<file path="src/rtl/ux607_qspi_flash_seq_if.sv">
// ux607_qspi_flash_seq_if: request/response/config bundle between a read requester and the flash sequencer.
//   master: req_valid, req_addr, resp_ready, cfg_* out; req_ready, resp_valid, resp_data, resp_err in
//   slave : the reverse (the sequencer side)
interface ux607_qspi_flash_seq_if #(
    parameter int BEATS = 4
);
    logic               req_valid;
    logic               req_ready;
    logic [31:0]        req_addr;
    logic               resp_valid;
    logic               resp_ready;
    logic [8*BEATS-1:0] resp_data;
    logic               resp_err;
    logic               cfg_cmd_en;
    logic [7:0]         cfg_cmd_code;
    logic [1:0]         cfg_cmd_proto;
    logic [1:0]         cfg_addr_proto;
    logic [3:0]         cfg_pad_cnt;
    logic [1:0]         cfg_data_proto;

    modport master (
        output req_valid, req_addr, resp_ready,
        output cfg_cmd_en, cfg_cmd_code, cfg_cmd_proto, cfg_addr_proto, cfg_pad_cnt, cfg_data_proto,
        input  req_ready, resp_valid, resp_data, resp_err
    );

    modport slave (
        input  req_valid, req_addr, resp_ready,
        input  cfg_cmd_en, cfg_cmd_code, cfg_cmd_proto, cfg_addr_proto, cfg_pad_cnt, cfg_data_proto,
        output req_ready, resp_valid, resp_data, resp_err
    );
endinterface

</file>
<file path="src/rtl/ux607_qspi_flash_seq.sv">
// ux607_qspi_flash_seq: turns each read request into one chip-select QSPI transaction
//   (command, address, pad, BEATS data frames) and returns the bytes as one response word.
//   clock, reset          : clock, synchronous active-high reset
//   bus (slave)           : request/response handshake and per-request config
//   link_tx_*/link_fmt_*  : frame request towards the link arbiter port
//   link_rx_*             : received byte strobe
//   link_cs_*, link_active: chip-select control and link busy
//   link_lock             : keeps the arbiter on this port for the whole transaction
//   Optional watchdog: define QSPI_FLASH_SEQ_TIMEOUT_EN.
module ux607_qspi_flash_seq #(
    parameter int ADDR_BYTES  = 3,
    parameter int BEATS       = 4,
    parameter int TIMEOUT_CYC = 256
) (
    input  logic                  clock,
    input  logic                  reset,
    ux607_qspi_flash_seq_if.slave bus,
    input  logic                  link_tx_ready,
    output logic                  link_tx_valid,
    output logic [7:0]            link_tx_bits,
    input  logic                  link_rx_valid,
    input  logic [7:0]            link_rx_bits,
    output logic [7:0]            link_cnt,
    output logic [1:0]            link_fmt_proto,
    output logic                  link_fmt_endian,
    output logic                  link_fmt_iodir,
    output logic                  link_cs_set,
    output logic                  link_cs_clear,
    output logic                  link_cs_hold,
    input  logic                  link_active,
    output logic                  link_lock
);
    if (ADDR_BYTES < 3 || ADDR_BYTES > 4 || BEATS < 1 || BEATS > 8 || TIMEOUT_CYC < 2) begin : g_bad_param
        $error("ux607_qspi_flash_seq: parameter out of range");
    end

    typedef enum logic [2:0] {IDLE, CMD, ADDR, PAD, DATA, WAIT_RX, CS_OFF, RESP} state_t;

    state_t             state_q, state_d;
    logic [31:0]        addr_q, addr_d;
    logic [7:0]         code_q, code_d;
    logic [1:0]         cproto_q, cproto_d;
    logic [1:0]         aproto_q, aproto_d;
    logic [1:0]         dproto_q, dproto_d;
    logic [3:0]         pad_q, pad_d;
    logic [2:0]         cnt_q, cnt_d;
    logic [8*BEATS-1:0] data_q, data_d;
    logic               lock_q, lock_d;
    logic               err_q, err_d;
    logic               accept, hs, last_addr, last_beat, timeout;

    assign accept    = bus.req_valid & bus.req_ready;
    assign hs        = link_tx_valid & link_tx_ready;
    assign last_addr = cnt_q == 3'(ADDR_BYTES - 1);
    assign last_beat = cnt_q == 3'(BEATS - 1);

`ifdef QSPI_FLASH_SEQ_TIMEOUT_EN
    localparam int WD_W = $clog2(TIMEOUT_CYC + 1);
    logic [WD_W-1:0] wdog_q, wdog_d;
    logic            busy;
    // Any link activity (tx handshake or rx strobe) proves progress and restarts the count.
    assign busy    = state_q != IDLE && state_q != RESP;
    assign timeout = busy & ~hs & ~link_rx_valid & (wdog_q == WD_W'(TIMEOUT_CYC - 1));
    always_comb wdog_d = (!busy || hs || link_rx_valid || timeout) ? '0 : wdog_q + 1'b1;
    always_ff @(posedge clock) wdog_q <= reset ? '0 : wdog_d;
`else
    assign timeout = 1'b0;
`endif

    always_ff @(posedge clock) begin
        if (reset) begin
            state_q  <= IDLE;
            addr_q   <= '0;
            code_q   <= '0;
            cproto_q <= '0;
            aproto_q <= '0;
            dproto_q <= '0;
            pad_q    <= '0;
            cnt_q    <= '0;
            data_q   <= '0;
            lock_q   <= 1'b0;
            err_q    <= 1'b0;
        end else begin
            state_q  <= state_d;
            addr_q   <= addr_d;
            code_q   <= code_d;
            cproto_q <= cproto_d;
            aproto_q <= aproto_d;
            dproto_q <= dproto_d;
            pad_q    <= pad_d;
            cnt_q    <= cnt_d;
            data_q   <= data_d;
            lock_q   <= lock_d;
            err_q    <= err_d;
        end
    end

    always_comb begin
        state_d = state_q;
        case (state_q)
            IDLE:    if (bus.req_valid) state_d = bus.cfg_cmd_en ? CMD : ADDR;
            CMD:     if (hs) state_d = ADDR;
            ADDR:    if (hs && last_addr) state_d = (pad_q != 4'd0) ? PAD : DATA;
            PAD:     if (hs) state_d = DATA;
            DATA:    if (hs) state_d = WAIT_RX;
            WAIT_RX: if (link_rx_valid) state_d = last_beat ? CS_OFF : DATA;
            CS_OFF:  if (!link_active) state_d = RESP;
            RESP:    if (bus.resp_ready) state_d = IDLE;
            default: state_d = IDLE;
        endcase
        // An abort still routes through CS_OFF so chip-select is released before responding.
        if (timeout && state_d != RESP) state_d = CS_OFF;
    end

    always_comb begin
        addr_d   = addr_q;
        code_d   = code_q;
        cproto_d = cproto_q;
        aproto_d = aproto_q;
        dproto_d = dproto_q;
        pad_d    = pad_q;
        cnt_d    = cnt_q;
        data_d   = data_q;
        err_d    = err_q;
        if (accept) begin
            // Left-align the address so the next byte to send is always addr_q[31:24].
            addr_d   = bus.req_addr << (8 * (4 - ADDR_BYTES));
            code_d   = bus.cfg_cmd_code;
            cproto_d = bus.cfg_cmd_proto;
            aproto_d = bus.cfg_addr_proto;
            dproto_d = bus.cfg_data_proto;
            pad_d    = bus.cfg_pad_cnt;
            cnt_d    = '0;
            data_d   = '0;
            err_d    = 1'b0;
        end
        if (state_q == ADDR && hs) begin
            addr_d = addr_q << 8;
            cnt_d  = last_addr ? '0 : cnt_q + 1'b1;
        end
        if (state_q == WAIT_RX && link_rx_valid) begin
            data_d[8*cnt_q +: 8] = link_rx_bits;
            cnt_d                = cnt_q + 1'b1;
        end
        if (timeout) begin
            err_d  = 1'b1;
            data_d = '0;
        end
        lock_d = accept | (lock_q & ~(state_q == CS_OFF & ~link_active));
    end

    assign bus.req_ready  = state_q == IDLE;
    assign bus.resp_valid = state_q == RESP;
    assign bus.resp_data  = data_q;
    assign bus.resp_err   = err_q;

    always_comb begin
        link_tx_valid   = state_q inside {CMD, ADDR, PAD, DATA};
        link_tx_bits    = state_q == CMD ? code_q : state_q == ADDR ? addr_q[31:24] : 8'h00;
        link_cnt        = state_q == PAD ? {4'h0, pad_q} : link_tx_valid ? 8'd8 : 8'd0;
        link_fmt_proto  = state_q == CMD ? cproto_q : state_q == ADDR ? aproto_q :
                          state_q inside {PAD, DATA} ? dproto_q : 2'd0;
        link_fmt_endian = 1'b0;
        link_fmt_iodir  = state_q inside {CMD, ADDR};
        link_cs_set     = state_q inside {CMD, ADDR, PAD, DATA, WAIT_RX};
        link_cs_hold    = link_cs_set;
        link_cs_clear   = state_q == CS_OFF;
        link_lock       = lock_q;
    end
endmodule

</file>
<file path="src/flat_wrapper.sv">
// flat-port wrapper written by rule: the top's interface ports become plain ports
module ux607_qspi_flash_seq_flat 
#(
    parameter int ADDR_BYTES  = 3,
    parameter int BEATS       = 4,
    parameter int TIMEOUT_CYC = 256
)
  (clock, reset, link_tx_ready, link_tx_valid, link_tx_bits, link_rx_valid, link_rx_bits, link_cnt, link_fmt_proto, link_fmt_endian, link_fmt_iodir, link_cs_set, link_cs_clear, link_cs_hold, link_active, link_lock, bus_req_valid, bus_req_addr, bus_resp_ready, bus_cfg_cmd_en, bus_cfg_cmd_code, bus_cfg_cmd_proto, bus_cfg_addr_proto, bus_cfg_pad_cnt, bus_cfg_data_proto, bus_req_ready, bus_resp_valid, bus_resp_data, bus_resp_err);
  ux607_qspi_flash_seq_if #(.BEATS(BEATS)) bus_i ();
  input  logic clock;
  input  logic reset;
  input  logic link_tx_ready;
  output logic link_tx_valid;
  output logic [7:0] link_tx_bits;
  input  logic link_rx_valid;
  input  logic [7:0] link_rx_bits;
  output logic [7:0] link_cnt;
  output logic [1:0] link_fmt_proto;
  output logic link_fmt_endian;
  output logic link_fmt_iodir;
  output logic link_cs_set;
  output logic link_cs_clear;
  output logic link_cs_hold;
  input  logic link_active;
  output logic link_lock;
  input wire logic [$bits(bus_i.req_valid)-1:0] bus_req_valid;
  input wire logic [$bits(bus_i.req_addr)-1:0] bus_req_addr;
  input wire logic [$bits(bus_i.resp_ready)-1:0] bus_resp_ready;
  input wire logic [$bits(bus_i.cfg_cmd_en)-1:0] bus_cfg_cmd_en;
  input wire logic [$bits(bus_i.cfg_cmd_code)-1:0] bus_cfg_cmd_code;
  input wire logic [$bits(bus_i.cfg_cmd_proto)-1:0] bus_cfg_cmd_proto;
  input wire logic [$bits(bus_i.cfg_addr_proto)-1:0] bus_cfg_addr_proto;
  input wire logic [$bits(bus_i.cfg_pad_cnt)-1:0] bus_cfg_pad_cnt;
  input wire logic [$bits(bus_i.cfg_data_proto)-1:0] bus_cfg_data_proto;
  output wire logic [$bits(bus_i.req_ready)-1:0] bus_req_ready;
  output wire logic [$bits(bus_i.resp_valid)-1:0] bus_resp_valid;
  output wire logic [$bits(bus_i.resp_data)-1:0] bus_resp_data;
  output wire logic [$bits(bus_i.resp_err)-1:0] bus_resp_err;
  assign bus_i.req_valid = bus_req_valid;
  assign bus_i.req_addr = bus_req_addr;
  assign bus_i.resp_ready = bus_resp_ready;
  assign bus_i.cfg_cmd_en = bus_cfg_cmd_en;
  assign bus_i.cfg_cmd_code = bus_cfg_cmd_code;
  assign bus_i.cfg_cmd_proto = bus_cfg_cmd_proto;
  assign bus_i.cfg_addr_proto = bus_cfg_addr_proto;
  assign bus_i.cfg_pad_cnt = bus_cfg_pad_cnt;
  assign bus_i.cfg_data_proto = bus_cfg_data_proto;
  assign bus_req_ready = bus_i.req_ready;
  assign bus_resp_valid = bus_i.resp_valid;
  assign bus_resp_data = bus_i.resp_data;
  assign bus_resp_err = bus_i.resp_err;
  ux607_qspi_flash_seq #(.ADDR_BYTES(ADDR_BYTES), .BEATS(BEATS), .TIMEOUT_CYC(TIMEOUT_CYC)) u_core (.clock(clock), .reset(reset), .bus(bus_i), .link_tx_ready(link_tx_ready), .link_tx_valid(link_tx_valid), .link_tx_bits(link_tx_bits), .link_rx_valid(link_rx_valid), .link_rx_bits(link_rx_bits), .link_cnt(link_cnt), .link_fmt_proto(link_fmt_proto), .link_fmt_endian(link_fmt_endian), .link_fmt_iodir(link_fmt_iodir), .link_cs_set(link_cs_set), .link_cs_clear(link_cs_clear), .link_cs_hold(link_cs_hold), .link_active(link_active), .link_lock(link_lock));
endmodule
</file>
<file path="config.mk">
export PLATFORM = sky130hd
export DESIGN_NAME = ux607_qspi_flash_seq_flat
export DESIGN_NICKNAME = d
export VERILOG_FILES = /design/src/rtl/ux607_qspi_flash_seq_if.sv /design/src/rtl/ux607_qspi_flash_seq.sv /design/src/flat_wrapper.sv
export SDC_FILE = /design/constraint.sdc
export NUM_CORES = 1
export LEC_CHECK = 0
export CORE_UTILIZATION = 30
export DETAILED_ROUTE_END_ITERATION = 6
export PLACE_DENSITY_LB_ADDON = 0.15
export SYNTH_ARGS = -nofsm -noshare
export SYNTH_HDL_FRONTEND = slang
export SYNTH_SLANG_ARGS = --single-unit
</file>
<file path="constraint.sdc">
create_clock -name clock -period 3.3 [get_ports clock]
set_input_delay 0.33 -clock clock [delete_from_list [all_inputs] [get_ports clock]]
set_output_delay 0.33 -clock clock [all_outputs]
set_load 0.03 [all_outputs]
</file>
==> out/qor.csv <==
stage,metric,value,unit
status,outcome,completed,
clock_network,PostCTS Resize Cnt,0,
sta,Final Hold Fails,0,
clock_network,clock slew at reported path FFs,0.06,ns
logic_synthesis,"FF+latch count, synth",81,
logic_synthesis,synth warn,0,
final_layout,Final Util,0.434,
placed_design,final RePlAce weighted congestion,0.776,
grt,Global Route Usage Sum,0.170,
pwr,NetSw,1.30,mW
die,die height,113,µm
flow_run,max cap viols,0,
drt,Routed WL,10700,µm
placed_design,Final HPWL DP,7440,µm
final_layout,ANT cells,0,
pwr,Final Total Pwr,3.50,mW
logic_synthesis,Mapped Area,0.00372,mm²
clock_network,CTS Hold Bufs,0,
sta,top achievable clock speed,372,MHz
sta,PnR worst setup slack,0.611,ns
placed_design,DP Worst Slack,0.802,ns
sta,fin crit share,0.815,
sta,post-route setup TNS,0,ns
clock_network,post-CTS setup repair buffer count,0,
worst_setup_path,CP startpoint kind,flip-flop,
grt,vias in the first global route,3388,
drt,post-DR vias/cell,4.92,
final_layout,fin area,0.00523,mm²
pwr,Clk pwr share,0.289,
grt,grt total ovfl,0,
clock_network,clock sinks,81,
sta,RSZ-0062 raised after global routing,false,
drt,Final ANT Viol Nets,0,
grt,initial antenna violation count,0,
logic_synthesis,Post-Syn Instances,459,
pwr,Pleak,1.80,nW
clock_network,Clock Latency Late Sink,0.33,ns
drt,DR WL/cell,14.6,µm
worst_setup_path,CP endpoint kind,output pin,
logic_synthesis,Avg Inst Size Synth,8.10,µm²
die,Initial Util,0.308,
clock_network,clk buf depth,2,
drt,DRC errors left,0,
final_layout,Layout Nets,627,
pwr,Sw Share,0.370,
sta,Pins Over Slew Limit,0,
logic_synthesis,post-synthesis sequential area ratio,0.436,
sta,"Min Clock Period, post-route",2.69,ns
placed_design,post-placement cell count,713,
sta,Post-Route Skew,0.00542,ns
worst_setup_path,crit path max fanout,10,
drt,Pre-Repair DR Iteration Count,4,
sta,hold slack,0.441,ns
clock_network,Clock Root Buffer,clkbuf_16,
pwr,Seq pwr share,0.337,
die,chip width,113,µm
pwr,Max IR drop VDD,265,µV
grt,largest net degree at the start of global routing,43,
final_layout,Post-Layout Cell Count,729,
clock_network,H-tree Lvls,3,
placed_design,IO buf count,111,
pwr,Pwr Density,669,mW/mm²
min_path,HP Class,in2reg,
logic_synthesis,"Distinct cells, synth",46,
die,Cell Rows,40,
logic_synthesis,asr flop ratio synth,0,
worst_setup_path,worst endpoint data arrival time,2.36,ns
drt,via count,3589,
die,core area,0.0121,mm²
worst_setup_path,Required @ worst endpoint,2.97,ns
logic_synthesis,Synth Flop Type,dfxtp_1,
sta,Final Setup Violations,0,
die,Ports,126,
final_layout,layout cells sized above 1,0.0856,
die,DIE AREA,0.0128,mm²
clock_network,clock buffer count from CTS,9,
final_layout,Area Overhead vs Synth,40.8,%
sta,Worst Tran Pin Value,0.827,ns
clock_network,CTS tree,yes,
pwr,Comb pwr share,0.374,
worst_setup_path,Worst Setup Path Type,reg2out,
drt,Initial DRC Count,206,
sta,Max-slew headroom,0.448,
pwr,internal power,2.21,mW
grt,first-pass GRT wire length,17100,µm
logic_synthesis,Post-synth EDFFs,0,
placed_design,placed cell area,0.00493,mm²
-- worst paths after layout --
path | to | slack, ns | cells after the start | startpoint
max | link_fmt_proto[1] | 0.61 | 5 | u_core.state_q[0]
min | u_core.cnt_q[0] | 0.44 | 2 | reset
max reg2reg | u_core.bus.resp_data[2] | 0.77 | 6 | u_core.cnt_q[1]
min reg2reg | u_core.addr_q[19] | 0.45 | 2 | u_core.addr_q[19]
-- synth_stat cells (all sizes together) (2+ instances only) --
cell type | n | area, µm²
a211oi | 3 | 22.5
a21oi | 71 | 355
a221oi | 2 | 17.5
a22oi | 30 | 225
and2 | 3 | 18.8
and3 | 2 | 12.5
buf | 24 | 150
clkbuf | 17 | 63.8
dfxtp | 81 | 1620
ha | 5 | 62.6
inv | 8 | 30.0
mux2 | 9 | 101
mux2i | 3 | 30.0
nand2 | 98 | 368
nand2b | 5 | 31.3
nand3 | 31 | 155
nand4b | 2 | 32.5
nor2 | 30 | 115
nor2b | 3 | 18.8
nor3 | 2 | 10.0
nor4 | 4 | 61.3
o211ai | 3 | 22.5
o21a | 2 | 15.0
o21ai | 4 | 20.0
or2 | 3 | 18.8
or4 | 3 | 26.3
or4b | 2 | 23.8
-- final cells by class --
type,count,area (µm²)
multi-input cells,334,1880
clock buffers,10,239
fillers,1219,6830
inverters,8,30.0
well taps,168,210
repair buffers,122,1190
clock inverters,6,67.6
flip-flops and latches,81,1620
-- worst max-delay path, cell delays in order, from the launching register on --
cell and delay (ns):
dfxtp_1 0.33, inv_1 0.07, nor2_1 0.57, a22oi_1 0.14, o22ai_1 0.19, clkdlybuf4s50_1 0.71
-- placed cells by master, fill, tap and decap left out, types with 2 or more instances in the layout --
master,synthesis,layout
clkbuf_16,0,9
nand3_1,31,31
nor4_4,2,2
conb_1,1,6
a21oi_1,71,71
clkinvlp_4,0,2
nor2_1,29,29
o211ai_1,3,3
a22oi_1,30,30
o21ai_0,4,4
mux2_2,9,9
a221oi_1,2,2
nor2b_1,3,3
ha_1,5,5
dfxtp_1,81,81
or2_0,2,2
clkinv_4,0,2
and2_1,3,3
and3_1,2,2
a211oi_1,3,3
buf_4,9,11
nand2_1,98,98
o21a_1,2,2
mux2i_1,3,3
inv_1,8,8
nand2b_1,5,5
nor3_1,2,2
or4_1,2,2
clkdlybuf4s50_1,0,110
-- state kept, by name, summed over array words and instances (netlist names) --
signal                count
u_core.dproto_q           2
u_core.addr_q            24
u_core.link_lock          1
u_core.bus.resp_data     32
u_core.state_q            3
u_core.cnt_q              3
u_core.pad_q              4
u_core.code_q             8
u_core.cproto_q           2
u_core.aproto_q           2
-- per-layer routing --
| layer | wire [µm] | vias to the layer above | GRT usage |
|---|---|---|---|
| met5 | 0 | - | 0 |
| met1 | 4950 | 1706 | 0.224 |
| met2 | 5160 | 97 | 0.275 |
| li1 | - | 1778 | - |
| met3 | 438 | 8 | 0.0279 |
| met4 | 105 | 0 | 0.0684 |
-- power by group through the flow --
stage / sequential [mW] / clock (mW) / combinational, mW
global placement: 1.20 / 0 / 1.31
CTS: 1.18 / 1.04 / 1.32
global route: 1.20 / 1.08 / 1.44
finish: 1.18 / 1.01 / 1.31
detailed placement: 1.20 / 0 / 1.32
floorplan: 1.19 / 0 / 0.898
-- kinds of logic after synthesis --
family | synth area share
muxes | 0.0353
DFF | 0.436
AOI/OAI and AO/OA | 0.189
xor gates and xnor gates | 0.00236
other | 0.00101
buffers and inverters | 0.0656
and+or+nand+nor | 0.254
adders and majority gates | 0.0168
(Power assumes the default switching activity.)
